### src/rtl/alu_slice_sequencer_pkg.sv
// Shared types and constants for the slice-serial ALU sequencer: FSM states,
// slice width and the ALU function-select/mode codes used by callers.
package alu_seq_pkg;

    typedef enum logic [1:0] {
        IDLE = 2'd0,
        RUN  = 2'd1,
        DONE = 2'd2
    } state_t;

    localparam int SLICE_W = 4;

    localparam logic [3:0] S_ADD = 4'b1001;
    localparam logic [3:0] S_SUB = 4'b0110;
    localparam logic [3:0] S_AND = 4'b1011;

    localparam logic M_LOGIC = 1'b1;
    localparam logic M_ARITH = 1'b0;

endpackage

### src/rtl/alu_slice_sequencer.sv
// Runs a WIDTH-bit operation through an external combinational 4-bit ALU, one
// slice per clock, LSB first. Optional macro ALU_SEQ_BACK2BACK_EN accepts start in DONE.
module alu_slice_sequencer
    import alu_seq_pkg::*;
#(
    parameter int WIDTH = 16
) (
    input  logic             clk,
    input  logic             rst_n,
    input  logic             start,
    input  logic             op_m,
    input  logic [3:0]       op_s,
    input  logic [WIDTH-1:0] op_a,
    input  logic [WIDTH-1:0] op_b,
    input  logic             cin_n,
    output logic             busy,
    output logic             done,
    output logic [WIDTH-1:0] result,
    output logic             cout_n,
    output logic             aeqb_all,
    output logic             alu_ncn,
    output logic             alu_m,
    output logic [3:0]       alu_s,
    output logic [3:0]       alu_a,
    output logic [3:0]       alu_b,
    input  logic [3:0]       alu_f,
    input  logic             alu_aeqb,
    input  logic             alu_ncn4
);

    localparam int NSLICE = WIDTH / SLICE_W;
    localparam int IDX_W  = (NSLICE > 1) ? $clog2(NSLICE) : 1;
    localparam logic [IDX_W-1:0] LAST_IDX = IDX_W'(NSLICE - 1);

    state_t           state;
    state_t           state_next;
    logic             accept;
    logic             last;
    logic [IDX_W-1:0] idx;
    logic             m_reg;
    logic [3:0]       s_reg;
    logic [WIDTH-1:0] a_reg;
    logic [WIDTH-1:0] b_reg;
    logic             carry_n_reg;
    logic             aeq_acc;

    assign last = (idx == LAST_IDX);

    always_ff @(posedge clk or negedge rst_n) begin
        if (!rst_n) begin
            state <= IDLE;
        end else begin
            state <= state_next;
        end
    end

    always_comb begin
        state_next = state;
        accept     = 1'b0;
        busy       = 1'b0;
        done       = 1'b0;
        case (state)
            IDLE: begin
                if (start) begin
                    accept     = 1'b1;
                    state_next = RUN;
                end
            end
            RUN: begin
                busy = 1'b1;
                if (last) begin
                    state_next = DONE;
                end
            end
            DONE: begin
                done       = 1'b1;
                state_next = IDLE;
`ifdef ALU_SEQ_BACK2BACK_EN
                // New operands latch while done still reports the previous op.
                if (start) begin
                    accept     = 1'b1;
                    state_next = RUN;
                end
`endif
            end
            default: state_next = IDLE;
        endcase
    end

    always_ff @(posedge clk or negedge rst_n) begin
        if (!rst_n) begin
            idx         <= '0;
            m_reg       <= 1'b0;
            s_reg       <= '0;
            a_reg       <= '0;
            b_reg       <= '0;
            carry_n_reg <= 1'b1;
            aeq_acc     <= 1'b0;
            result      <= '0;
            cout_n      <= 1'b1;
            aeqb_all    <= 1'b0;
        end else if (accept) begin
            idx         <= '0;
            m_reg       <= op_m;
            s_reg       <= op_s;
            a_reg       <= op_a;
            b_reg       <= op_b;
            carry_n_reg <= cin_n;
            aeq_acc     <= 1'b1;
        end else if (state == RUN) begin
            for (int i = 0; i < NSLICE; i++) begin
                if (idx == IDX_W'(i)) begin
                    result[SLICE_W*i +: SLICE_W] <= alu_f;
                end
            end
            carry_n_reg <= alu_ncn4;
            aeq_acc     <= aeq_acc & alu_aeqb;
            idx         <= last ? '0 : idx + 1'b1;
            // Summary flags land on the final slice edge so they are valid with done.
            if (last) begin
                cout_n   <= (m_reg == M_LOGIC) ? 1'b1 : alu_ncn4;
                aeqb_all <= aeq_acc & alu_aeqb;
            end
        end
    end

    always_comb begin
        alu_ncn = 1'b1;
        alu_m   = 1'b0;
        alu_s   = '0;
        alu_a   = '0;
        alu_b   = '0;
        if (state == RUN) begin
            alu_ncn = carry_n_reg;
            alu_m   = m_reg;
            alu_s   = s_reg;
            for (int i = 0; i < NSLICE; i++) begin
                if (idx == IDX_W'(i)) begin
                    alu_a = a_reg[SLICE_W*i +: SLICE_W];
                    alu_b = b_reg[SLICE_W*i +: SLICE_W];
                end
            end
        end
    end

endmodule
### config.mk
export PLATFORM = sky130hd
export DESIGN_NAME = alu_slice_sequencer
export DESIGN_NICKNAME = d
export VERILOG_FILES = /design/src/rtl/alu_slice_sequencer_pkg.sv /design/src/rtl/alu_slice_sequencer.sv
export SDC_FILE = /design/constraint.sdc
export NUM_CORES = 1
export LEC_CHECK = 0
export ABC_AREA = 1
export CAP_MARGIN = 20
export CORE_ASPECT_RATIO = 1.75
export CORE_MARGIN = 3
export CORE_UTILIZATION = 47
export DETAILED_ROUTE_END_ITERATION = 12
export GPL_TIMING_DRIVEN = 0
export PLACE_DENSITY = 0.79
export SLEW_MARGIN = 20
export SYNTH_ARGS = -nofsm -noshare
export SYNTH_HDL_FRONTEND = slang
export SYNTH_SLANG_ARGS = --single-unit
### constraint.sdc
create_clock -name clk -period 2 [get_ports clk]
set_clock_uncertainty 0.1 [all_clocks]
set_input_delay 0.4 -clock clk [delete_from_list [all_inputs] [get_ports clk]]
set_output_delay 0.4 -clock clk [all_outputs]
set_load 0.005 [all_outputs]
==> run summary, run 1 <==
CTS tree - done
Initial Util - 0.498
clk root buf - clkbuf_8
Routed Antenna Nets - 0
Max-cap violations - 0
placed inst area - 3730 um2
fill count - 423
fin cells - 527
io pins - 81
Worst Hold Class - input port to register
worst-margin pin slew - 435 ps
WHS - 299 ps
chip height - 109 um
DP HPWL - 5170 um
Initial DRC Count - 166
clock sink count - 61
switching power - 2.65 mW
FMAX - 454 MHz
TritonCTS buffer count - 9
Rel. slew slack - 0.710
row count - 36
register area share after synthesis - 0.541
layout cells sized above 1 - 0.220
Die Footprint - 7010 um2
Max rail drop VDD - 891 uV
unrepaired setup endpoints after global routing - yes
commonest non-fill, non-tap cell in the layout - nand2_1
final hold violations - 0
Clock power frac - 0.162
total leakage power - 2.11 nW
most frequent cells in the layout - nand2_1 (124), clkdlybuf4s50_1 (62), dfrtp_1 (57), nand3_1 (44)
fin crit period - 2200 ps
antenna cell count - 0
Setup CP Type - register to output port
pre-CTS setup slack - -404 ps
status - finished, violations left
Cells after DPL - 493
Power Internal - 4.03 mW
net count after synthesis - 388
Max H-tree Level - 3
routability cong. - 0.749
Distinct cells, synth - 20
Synth Cell Area - 2820 um2
Ys Warns - 0
PD cells - 1590 nW/um2
area grow syn2layout - 48.5%
Register Area - 1530 um2
failing checks - setup timing
drt drc - 0
share of power burned in registers - 0.332
fin crit share - 1.10
wire per inst - 15.1 um
Detailed Routing Iterations Pass 1 - 5
crit start category - register
Vias - 2,684
CP Capture Type - output port
core area - 5680 um2
Final Util - 0.739
WP data arrival - 1700 ps
final setup margin - -204 ps
Post-Route WL - 7970 um
GRT Util Overall - 0.237
Post-Layout Inst Area - 4190 um2
Final TNS setup - -1470 ps
Cells after Synth - 337
combinational power share - 0.506
Synth Area per Inst - 8.38 um2
first-pass GRT wire length - 12,400 um
Multi-input gate area - 1270 um2
Yosys reg bits - 61
maximum number of pins on one net before global-route repair - 34
crit-path max FO - 4
clk_lat worst skew - 340 ps
initial antenna violation count - 0
pins over their slew limit - 0
vias in the first global route - 2,704
final net count - 497
CTS clk-pin slew, worst paths - 70 ps
floorplan die width - 64.6 um
final number of setup-violating endpoints - 8
Power Total - 6.67 mW
Via-to-Cell Ratio - 5.09
Max clock buf depth - 2
Sw Ratio - 0.397
# port buffers - 79
CP Data Required Time - 1500 ps
gr ovfl total - 0
-- Yosys cell counts, drive strengths merged --
library cell  instances  area [um2]
clkbuf                4        15.0
nand3                45         230
nor2                 29         124
inv                  18        75.1
a21oi                13        65.1
dfstp                 2        52.6
ha                    4        50.1
or2                   1        6.26
buf                  12        82.6
nand2               130         528
dfrtp                59        1480
o21ai                20         119
-- final cells by class --
| type | instances | share of cell area |
|---|---|---|
| clock inverter | 4 | 0.0113 |
| timing repair buffer | 98 | 0.219 |
| buffer | 14 | 0.0236 |
| tap | 76 | 0.0227 |
| sequential | 61 | 0.365 |
| multi-input combinational | 244 | 0.302 |
| inverter | 18 | 0.0212 |
| clock buffer | 12 | 0.0346 |
-- critical path: stages, from the launching register on --
cell	delay (ps)
dfrtp_1	400
inv_2	90
ha_4	180
clkinvlp_4	170
buf_6	170
nor2_4	70
nor2_2	50
nand2_1	60
nand2_1	50
buf_2	120
-- power groups by stage --
stage	Clock [mW]	Sequential (mW)	Combinational, mW
6_report	1.08	2.22	3.37
5_1_grt	1.15	2.28	3.72
4_1_cts	1.09	2.19	3.21
3_5_place_dp	0	2.20	2.88
3_3_place_gp	0	2.17	2.80
2_1_floorplan	0	2.14	1.60
-- layer usage --
layer	share of wire	track usage	vias to the layer above
met4	0.029	0.123	0
met5	0	0	-
met1	0.36	0.243	1263
li1	-	-	1292
met3	0.046	0.0530	23
met2	0.57	0.441	106
-- what timing repair did --
action / in CTS / in global routing
endpoints found under the hold margin: 26 / 0
gates resized for setup: 78 / 16
hold buffers: 1 / 0
gates cloned: 3 / 0
endpoints found under the setup margin: 15 / 10
setup buffers: 13 / 3
pin swaps: 15 / 11
-- final timing paths --
path | start | to | slack (ps) | cells past startpoint
hold reg to reg | cout_n | cout_n | 370 | 2
max in group asynchronous | rst_n | state[0] | 870 | 3
hold / removal | start | b_reg[3] | 300 | 3
setup / recovery | idx[0] | alu_a[2] | -200 | 9
min in group asynchronous | rst_n | result[7] | 430 | 2
setup reg to reg | state[1] | a_reg[14] | 490 | 7
-- kinds of logic (layout without fill, tap and decap cells) --
kind of cell | Yosys count | count (layout) | share of synthesized area
adder cells (fa/ha/maj) | 4 | 4 | 0.0177
buffers and inverters | 34 | 146 | 0.0611
AND/OR/NAND/NOR | 205 | 207 | 0.315
AO/OA/AOI/OAI | 33 | 33 | 0.0651
flip-flops | 61 | 61 | 0.541
No activity file was read; power rests on OpenSTA's default activity.
==> run 2: changes to the inputs <==
--- a/config.mk
+++ b/config.mk
@@ -7,12 +7,14 @@
 export LEC_CHECK = 0
 export ABC_AREA = 1
 export CAP_MARGIN = 20
+export CELL_PAD_IN_SITES_DETAIL_PLACEMENT = 1
+export CELL_PAD_IN_SITES_GLOBAL_PLACEMENT = 1
 export CORE_ASPECT_RATIO = 1.75
 export CORE_MARGIN = 3
-export CORE_UTILIZATION = 47
+export CORE_UTILIZATION = 34
 export DETAILED_ROUTE_END_ITERATION = 12
 export GPL_TIMING_DRIVEN = 0
-export PLACE_DENSITY = 0.79
+export PLACE_DENSITY_LB_ADDON = 0.1
 export SLEW_MARGIN = 20
 export SYNTH_ARGS = -nofsm -noshare
 export SYNTH_HDL_FRONTEND = slang
==> run 2 against run 1 <==
Against the previous run:
- the flow still finishes with violations (setup timing)
- largest power group unchanged
- via count shrank 2.0%
- die area grew 35%
- critical path depth is the same
- critical path type unchanged
- sequential share of layout area shrank 1.1 points
- worst hold slack gained 27 ps
- non-clock buffer count grew 3
- sequential power is essentially flat
- maximum frequency shrank 2.0%
- global-route usage shrank 4.1 points
- total power grew 7.0%
- first-iteration DRC count shrank 60%
==> run summary, run 2 (synthesis results as in run 1) <==
drt drc - 0 (unchanged)
vias in the first global route - 2,822 (+4.4%)
Rel. slew slack - 0.695 (-0.0148)
CP Data Required Time - 1500 ps (about the same)
# port buffers - 79 (unchanged)
wire per inst - 15.6 um (+2.9%)
io pins - 81 (unchanged)
chip height - 127 um (+17%)
Vias - 2,629 (-2.0%)
first-pass GRT wire length - 13,800 um (+12%)
total leakage power - 2.17 nW (+3.1%)
Via-to-Cell Ratio - 4.84 (-4.9%)
final net count - 499 (+0.40%)
core area - 8020 um2 (+41%)
fill count - 936 (+120%)
commonest non-fill, non-tap cell in the layout - nand2_1
area grow syn2layout - 53.0%
Initial DRC Count - 66 (-60%)
PD cells - 1650 nW/um2 (+3.8%)
Max H-tree Level - 3 (unchanged)
pre-CTS setup slack - -475 ps (-71.3 ps)
final setup margin - -248 ps (-44.6 ps)
Routed Antenna Nets - 0 (unchanged)
CTS tree - done
final number of setup-violating endpoints - 8 (unchanged)
unrepaired setup endpoints after global routing - yes
antenna cell count - 0 (unchanged)
FMAX - 445 MHz (-2.0%)
Detailed Routing Iterations Pass 1 - 4 (-1)
clock sink count - 61 (unchanged)
failing checks - setup timing
crit start category - register
GRT Util Overall - 0.196 (-0.0409)
clk_lat worst skew - 330 ps (about the same)
maximum number of pins on one net before global-route repair - 33 (-2.9%)
final hold violations - 0 (unchanged)
row count - 43 (+19%)
Max-cap violations - 0 (unchanged)
pins over their slew limit - 0 (unchanged)
TritonCTS buffer count - 9 (unchanged)
Max rail drop VDD - 744 uV (-16%)
fin cells - 543 (+3.0%)
status - finished, violations left
most frequent cells in the layout - nand2_1 (124), clkdlybuf4s50_1 (63), dfrtp_1 (57), nand3_1 (44), nor2_1 (19)
floorplan die width - 74.9 um (+16%)
initial antenna violation count - 0 (unchanged)
gr ovfl total - 0 (unchanged)
CP Capture Type - output port
Post-Route WL - 8440 um (+6.0%)
Initial Util - 0.352 (-0.145)
fin crit period - 2250 ps (+44.6 ps)
fin crit share - 1.12 (+0.0223)
CTS clk-pin slew, worst paths - 50 ps (-20 ps)
DP HPWL - 5770 um (+12%)
Final Util - 0.539 (-0.200)
Power Total - 7.14 mW (+7.0%)
WHS - 325 ps (+26.6 ps)
WP data arrival - 1750 ps (+50 ps)
Cells after DPL - 507 (+2.8%)
crit-path max FO - 6 (+2)
Max clock buf depth - 2 (unchanged)
clk root buf - clkbuf_16
Die Footprint - 9480 um2 (+35%)
layout cells sized above 1 - 0.216 (-0.00318)
Setup CP Type - register to output port
Worst Hold Class - input port to register
worst-margin pin slew - 457 ps (+22.2 ps)
routability cong. - 0.793 (+6.0%)
[run 2: timing repair]
action                                  CTS  global route
hold buffers                              1             0
gates resized for setup                  81             7
endpoints found under the setup margin   15             9
endpoints found under the hold margin    31             0
cloned                                    3             0
buffers inserted                         16             2
pin swaps                                10            10
[run 2: report_power, final]
group	internal (mW)	switching [mW]	leakage, nW
Clock	1.06	0.551	0.158
Sequential	1.85	0.369	0.740
Combinational	1.57	1.74	1.27
Total	4.48	2.66	2.17
[run 2: final cells by class]
cell class,count,area (um2),share of cell area
tap,90,113,0.0261
buffer,14,98.8,0.0229
multi-input combinational,243,1230,0.285
sequential,61,1530,0.354
clock inverter,4,45.0,0.0104
clock buffer,12,267,0.0617
timing repair buffer,101,943,0.218
inverter,18,91.3,0.0211
[run 2: worst paths after layout]
check	startpoint	endpoint	slack [ps]	cells after the start
worst max register to register	state[1]	b_reg[0]	440	7
min in group asynchronous	rst_n	a_reg[7]	450	2
worst min register to register	b_reg[12]	b_reg[12]	370	2
worst min-delay path	start	b_reg[4]	330	3
max in group asynchronous	rst_n	carry_n_reg	780	3
worst max-delay path	idx[0]	alu_a[0]	-250	9
[run 2: metrics by stage]
| step | cell area [um2] | TNS (ps) |
|---|---|---|
| 5_1_grt | 4320 | -2750 |
| 2_1_floorplan | 2820 | 0 |
| 6_report | 4320 | -1810 |
| 4_1_cts | 4290 | -2040 |
| 3_5_place_dp | 3740 | -3640 |
| 3_3_place_gp | 3730 | -98670 |
[run 2: per-layer routing]
layer / up-vias / wire [um] / GRT usage
li1: 1290 / - / -
met2: 55 / 4620 / 0.349
met1: 1271 / 3370 / 0.219
met4: 0 / 163 / 0.0629
met5: - / 0 / 0
met3: 13 / 292 / 0.0523
[run 2: worst max-delay path, cell delays in order (launching register included)]
cell and delay [ps]:
dfrtp_1 420, inv_2 110, ha_4 160, clkinvlp_4 190, buf_6 190, nor2_4 60
nor2_1 50, nand2_1 60, nand2_1 50, buf_2 120
==> run 3: changes to the inputs <==
--- a/config.mk
+++ b/config.mk
@@ -19,3 +19,4 @@
 export SYNTH_ARGS = -nofsm -noshare
 export SYNTH_HDL_FRONTEND = slang
 export SYNTH_SLANG_ARGS = --single-unit
+export TNS_END_PERCENT = 20
==> run 3 against run 2 <==
Against the previous run:
- the flow still finishes with violations (setup timing)
- register-to-register slack better by 50 ps
- global-route usage unchanged
- total power down 0.48%
- worst hold slack gained 2.4 ps
- critical endpoint is now alu_b[1]
- cell count down 0.55%
- non-clock buffer count down 3
- first-iteration DRC count down 7.6%
- sequential cell count did not move
- combinational power about the same
==> run summary, run 3 (synthesis results as in run 1) <==
status - finished, violations left
failing checks - setup timing
clk_lat worst skew - 330 ps (about the same)
GR peak layer - met2
switching power - 2.66 mW (about the same)
routability cong. - 0.793 (unchanged)
Sw Ratio - 0.374 (+0.00157)
Worst R2R Path Depth - 6 (-1)
maximum number of pins on one net before global-route repair - 33 (unchanged)
clock sink count - 61 (unchanged)
row count - 43 (unchanged)
first-pass GRT wire length - 13,800 um (unchanged)
fill count - 934 (-0.21%)
final number of setup-violating endpoints - 8 (unchanged)
Max rail drop VDD - 747 uV (+0.41%)
chip height - 127 um (unchanged)
drt drc - 0 (unchanged)
CP Capture Type - output port
vias in the first global route - 2,827 (+0.18%)
crit-path cells - buf_6 -> ha_2 -> inv_4 -> nor2_4 -> buf_6 -> nand2_1 -> nand2_1 -> clkdlybuf4s15_2
area grow syn2layout - 52.1%
GR met3 Demand/Resource - 0.0523 (unchanged)
initial antenna violation count - 0 (unchanged)
WP data arrival - 1800 ps (+50 ps)
fin crit share - 1.15 (+0.0253)
Worst Hold Class - input port to register
TritonCTS buffer count - 9 (unchanged)
antenna cell count - 0 (unchanged)
R2R Path Start - state[0]
share of power burned in registers - 0.312 (about the same)
Max H-tree Level - 3 (unchanged)
most frequent cells in the layout - nand2_1 (124), clkdlybuf4s50_1 (62), dfrtp_1 (57), nand3_1 (43), nor2_1 (19)
gr ovfl total - 0 (unchanged)
Rel. slew slack - 0.693 (-0.00163)
CP Data Required Time - 1500 ps (about the same)
met1 GRT Util - 0.218 (-0.00101)
commonest non-fill, non-tap cell in the layout - nand2_1
GRT Util Overall - 0.196 (unchanged)
Via-to-Cell Ratio - 4.87 (+0.52%)
Vias - 2,628 (-0.038%)
Die Footprint - 9480 um2 (unchanged)
delay-heaviest family, CP - buffers and inverters
Power Internal - 4.45 mW (-0.73%)
CTS clk-pin slew, worst paths - 50 ps (about the same)
WHS - 328 ps (+2.44 ps)
combinational power share - 0.461 (-0.003)
Detailed Routing Iterations Pass 1 - 4 (unchanged)
crit path buf inv count - 4 (unchanged)
crit start category - register
Setup CP Type - register to output port
PD cells - 1650 nW/um2 (+0.13%)
Max clock buf depth - 2 (unchanged)
Initial DRC Count - 61 (-7.6%)
DP HPWL - 5770 um (unchanged)
final setup margin - -299 ps (-50.7 ps)
clk root buf - clkbuf_16
wire per inst - 15.8 um (+1.3%)
final net count - 496 (-0.60%)
Initial Util - 0.352 (unchanged)
pins over their slew limit - 0 (unchanged)
fin crit period - 2300 ps (+50.6 ps)
Post-Route WL - 8510 um (+0.78%)
unrepaired setup endpoints after global routing - yes
Max-cap violations - 0 (unchanged)
layout cells sized above 1 - 0.213 (-0.00300)
# port buffers - 79 (unchanged)
FMAX - 435 MHz (-2.2%)
Worst path max stage delay - 410 ps (about the same)
CP Launch Point - idx[0]
Final TNS setup - -2010 ps (-198 ps)
total leakage power - 2.16 nW (-0.40%)
io pins - 81 (unchanged)
worst-margin pin slew - 460 ps (+2.45 ps)
met2 Resource Use GR - 0.350 (+0.00103)
hold path start - start
core area - 8020 um2 (unchanged)
Routed Antenna Nets - 0 (unchanged)
crit-path max FO - 5 (-1)
Critical Path Stages - 8 (-1)
final hold violations - 0 (unchanged)
floorplan die width - 74.9 um (unchanged)
Hold Path Cell Cnt - 3 (unchanged)
Slowest cell on crit path - dfrtp_1
Clock power frac - 0.227 (+0.002)
CTS tree - done
-- run 3: stage by stage --
step            util  instance area (um2)  total power [mW]  instances  worst slack [ps]
6_report       0.536                 4300              7.11        540              -299
2_1_floorplan      -                 2820              3.74        337               311
5_1_grt        0.536                 4300              7.65        540              -375
3_3_place_gp   0.465                 3730              5.04        506             -1590
4_1_cts        0.535                 4290              7.14        541              -269
3_5_place_dp   0.467                 3740              5.15        507              -475
-- run 3: metal layers --
layer / routed length [um] / part of all wire
met1: 3390 / 0.40
met5: 0 / 0
met2: 4650 / 0.55
met4: 141 / 0.017
met3: 323 / 0.038
-- run 3: final timing paths --
path	to	slack, ps
worst max-delay path	alu_b[1]	-300
worst min-delay path	b_reg[4]	330
worst max register to register	b_reg[0]	490
worst min register to register	a_reg[12]	370
max in group asynchronous	carry_n_reg	780
min in group asynchronous	result[1]	450
-- run 3: what timing repair did --
item / CTS / global route
hold endpoints to repair: 31 / 0
hold buffers: 1 / 0
setup endpoints to repair: 15 / 9
buffers inserted: 15 / 0
cloned: 3 / 0
gates resized for setup: 81 / 5
pin swaps: 10 / 6
-- run 3: worst register-to-register path: stages (launching register included) --
cell	delay, ps
dfrtp_2	420
buf_4	170
nor2_4	220
nand2_4	150
buf_4	210
nand2_1	80
nand2_1	60
-- run 3: area by class of cell --
cell class / instances / area, um2 / share of cell area
clock inverters: 4 / 45.0 / 0.0105
flip-flops and latches: 61 / 1530 / 0.357
inverters: 18 / 88.8 / 0.0207
clock buffers: 12 / 267 / 0.0620
plain buffers: 14 / 98.8 / 0.0230
repair buffers: 98 / 930 / 0.216
well taps: 90 / 113 / 0.0262
multi-input cells: 243 / 1220 / 0.285
-- run 3: power by group through the flow --
stage / Combinational [mW] / Sequential (mW) / Clock, mW
floorplan: 1.60 / 2.14 / 0
global placement: 2.87 / 2.18 / 0
detailed placement: 2.95 / 2.20 / 0
CTS: 3.31 / 2.20 / 1.63
global route: 3.67 / 2.28 / 1.70
finish: 3.28 / 2.21 / 1.62
==> variant 1, RTL diff (config.mk and constraints of run 1) <==
The parameter `WIDTH` goes from 16 to 8.
--- a/src/rtl/alu_slice_sequencer.sv
+++ b/src/rtl/alu_slice_sequencer.sv
@@ -5,3 +5,3 @@
 #(
-    parameter int WIDTH = 16
+    parameter int WIDTH = 8
 ) (
Ports: changed (resized op_a, op_b and result); port bits go from 81 to 57. No check against the original RTL was run, so the function may have changed too.
==> variant 1 against run 1 <==
Wire length down 46%. Final area decreased by 42%. Utilization is 3.4 points higher. Hold slack improved by 73 ps. Power decreased by 44%. Sequential cell count shrank 25. Worst setup slack improved by 240 ps. Combinational power shrank 47%. Area after synthesis decreased by 44%.
==> variant 1: results (changes against run 1) <==
Status -> complete, no violations
CP startpoint -> state[1]
Class of the worst hold path -> flop to flop
Register area share after synthesis -> 0.574 (+0.0330)
Clock Latency Late Sink -> 300 ps (-40 ps)
Syn nets -> 227 (-41%)
Count of input and output buffers -> 56 (-29%)
Site Rows -> 27 (-25%)
Largest net degree at the start of global routing -> 20 (-41%)
FF-to-FF End -> a_reg[6]
Placed cells -> 296 (-40%)
Register-to-register setup slack -> 460 ps (-30 ps)
Total global-route track usage -> 0.238 (+0.000277)
Drt via density -> 4.99 (-1.9%)
Initial DRC Count -> 41 (-75%)
Hold WS -> 371 ps (+72.6 ps)
Leakage -> 1.31 nW (-38%)
Hold endpoint -> cout_n
Top cells by area, synth -> dfrtp_1, nand2_1, nand3_1, dfstp_2, inv_1
Pre-CTS WS -> -185 ps (+218 ps)
Worst hold path depth -> 2 (-1)
Worst slew pin tran -> 470 ps (+35.1 ps)
Yosys cell types -> 15 (-25%)
R2r startpoint -> state[0]
Synthesized area per cell -> 8.02 sq um (-4.2%)
Final net count -> 307 (-38%)
Cells on worst reg2reg path -> 6 (-1)
-- variant 1: final cells by class --
class                   count  area (sq um)  share of cell area
clock inverters             2          35.0              0.0143
multi-input cells         144           614               0.251
clock buffers               6          72.6              0.0296
flip-flops and latches     36           906               0.369
plain buffers               8          50.0              0.0204
repair buffers             73           691               0.282
well taps                  43          53.8              0.0219
inverters                   8          30.0              0.0122
-- variant 1: cells by family (layout without fill, tap and decap cells) --
group,after synthesis,after routing
buf+inv,16,97
compound gates,1,1
flops,36,36
simple gates,143,143
-- variant 1: where the power goes --
part	leakage (nW)	internal, mW	switching (mW)
clock	0.0552	0.370	0.263
combinational	0.822	0.898	0.890
sequential	0.437	1.10	0.209
total	1.31	2.37	1.36
-- variant 1: per-layer routing --
layer | GRT usage | up-vias | part of all wire
met5 | 0 | - | 0
met4 | 0.150 | 0 | 0.045
met3 | 0.0467 | 18 | 0.044
met2 | 0.431 | 55 | 0.55
met1 | 0.249 | 762 | 0.36
li1 | - | 763 | -
==> variant 2, RTL diff (settings of run 1) <==
Without the edit above. Add an input register stage for `op_s`; this delays it by one clock. The other inputs are not delayed to match.
--- a/src/rtl/alu_slice_sequencer.sv
+++ b/src/rtl/alu_slice_sequencer.sv
@@ -33,2 +33,8 @@
     localparam logic [IDX_W-1:0] LAST_IDX = IDX_W'(NSLICE - 1);
+
+    logic [3:0] op_s_q;
+
+    always_ff @(posedge clk) begin
+        op_s_q <= op_s;
+    end
 
@@ -104,3 +110,3 @@
             m_reg       <= op_m;
-            s_reg       <= op_s;
+            s_reg       <= op_s_q;
             a_reg       <= op_a;
Behaviour: not the same (Yosys sat finds a counterexample within 4 cycles, from zero or initial values and one cycle with rst_n low).
==> variant 2 against run 1 <==
The flow still finishes with violations (setup timing). Largest cell class unchanged. Register-to-register slack hardly changed. Via count is 1.8% higher. Utilization is 0.59 points lower. Wire length is 1.5% higher. Global-route usage is 0.66 points higher. Worst setup slack worse by 50 ps. Critical path type unchanged. Clock power is 26% higher. Area after synthesis is 2.8% higher. Sequential cell count is 4 higher. Hold slack worse by 15 ps. Power is 5.8% higher. Final area is 3.6% higher. Non-clock buffer count is 3 higher.
==> variant 2: results (changes against run 1) <==
Pre-CTS WS -> -427 ps (-23.7 ps)
Max clock buf depth -> 2 (unchanged)
Root Buffer -> clkbuf_8
VDD IR max -> 0.831 mV (-6.7%)
Leakage -> 2.17 nW (+3.2%)
Asr flop ratio synth -> 0.938 (-0.0615)
Routability cong. -> 0.831 (+11%)
Vias in the first global route -> 2677 (-1.0%)
Share of cells above drive strength 1 -> 0.221 (+0.00149)
Slew HR -> 0.686 (-0.0235)
FF-to-FF End -> result[5]
Total global-route track usage -> 0.244 (+0.00664)
Register-to-register setup slack -> 490 ps (about the same)
Drt via density -> 5.11 (+0.27%)
R2r startpoint -> idx[1]
Initial DRC Count -> 153 (-7.8%)
Hold WS -> 284 ps (-14.8 ps)
Post-CTS setup repair buffer count -> 18 (+5)
Status -> finished, violations left
Hpwl dp -> 5290 microns (+2.4%)
Setup TNS -> -1740 ps (-270 ps)
Syn nets -> 392 (+1.0%)
Register area share after synthesis -> 0.554 (+0.0126)
Failing checks -> setup timing
Arr. time, crit path -> 1750 ps (+50 ps)
Largest net degree at the start of global routing -> 41 (+21%)
Fillers -> 464 (+9.7%)
Wirelength, routed -> 8090 microns (+1.5%)
PnR worst setup slack -> -254 ps (-50.3 ps)
Hold endpoint -> b_reg[7]
Final setup viols -> 8 (unchanged)
Yosys cell types -> 21 (+5.0%)
Critical Path Fanout Max -> 9 (+5)
First-pass GRT wire length -> 12900 microns (+4.4%)
Post-cts sizing count -> 74 (-5.1%)
Final net count -> 503 (+1.2%)
Top cells by area, synth -> dfrtp_1, nand2_1, nand3_1, nor2_1, dfxtp_1
-- variant 2: changes by cell type after synthesis, sizes merged --
| cell | change |
|---|---|
| dfxtp | +4 |
-- variant 2: cell type report --
class,instances,area share
clock buffers,9,0.0285
clock inverters,7,0.0274
repair buffers,101,0.219
flip-flops and latches,65,0.371
multi-input cells,243,0.289
inverters,18,0.0199
plain buffers,14,0.0228
well taps,78,0.0225
-- variant 2: per-stage QoR --
step                std cells  cell area, sq um
finish                    535              4340
detailed placement        499              3810
global route              535              4340
floorplan                 341              2900
CTS                       535              4290
global placement          498              3790
-- variant 2: critical path, stage by stage, from the launching register on --
cell and delay (ps):
dfrtp_2 470, ha_4 200, buf_4 130, buf_6 130
a21oi_1 110, nand2_1 110, nand2_1 90, nand2_1 50
buf_2 120
-- variant 2: worst max-delay path by stage --
| stage | end | slack [ps] | depth (start not counted) | startpoint |
|---|---|---|---|---|
| 6_report | alu_a[0] | -250 | 8 | idx[1] |
| 3_3_place_gp | b_reg[14] | -1410 | 1 | rst_n |
| 4_1_cts | alu_a[3] | -270 | 10 | idx[0] |
| 5_1_grt | alu_a[3] | -350 | 9 | idx[0] |
| 2_1_floorplan | alu_a[0] | 310 | 8 | idx[0] |
| 3_5_place_dp | alu_a[3] | -430 | 9 | idx[0] |
-- variant 2: metal layers --
metal / up-vias / GRT usage / part of all wire
met5: - / 0 / 0
met4: 0 / 0.122 / 0.028
met3: 24 / 0.0558 / 0.043
met2: 93 / 0.455 / 0.57
met1: 1310 / 0.249 / 0.36
li1: 1305 / - / -
-- variant 2: logic make-up after synthesis --
logic type,synth area share
flops,0.554
fa+ha+maj,0.0172
simple gates,0.306
buf+inv,0.0595
compound gates,0.0633
-- variant 2: power by group --
part	internal [mW]	switching (mW)
clock network	0.827	0.529
logic	1.60	1.79
registers	1.93	0.383
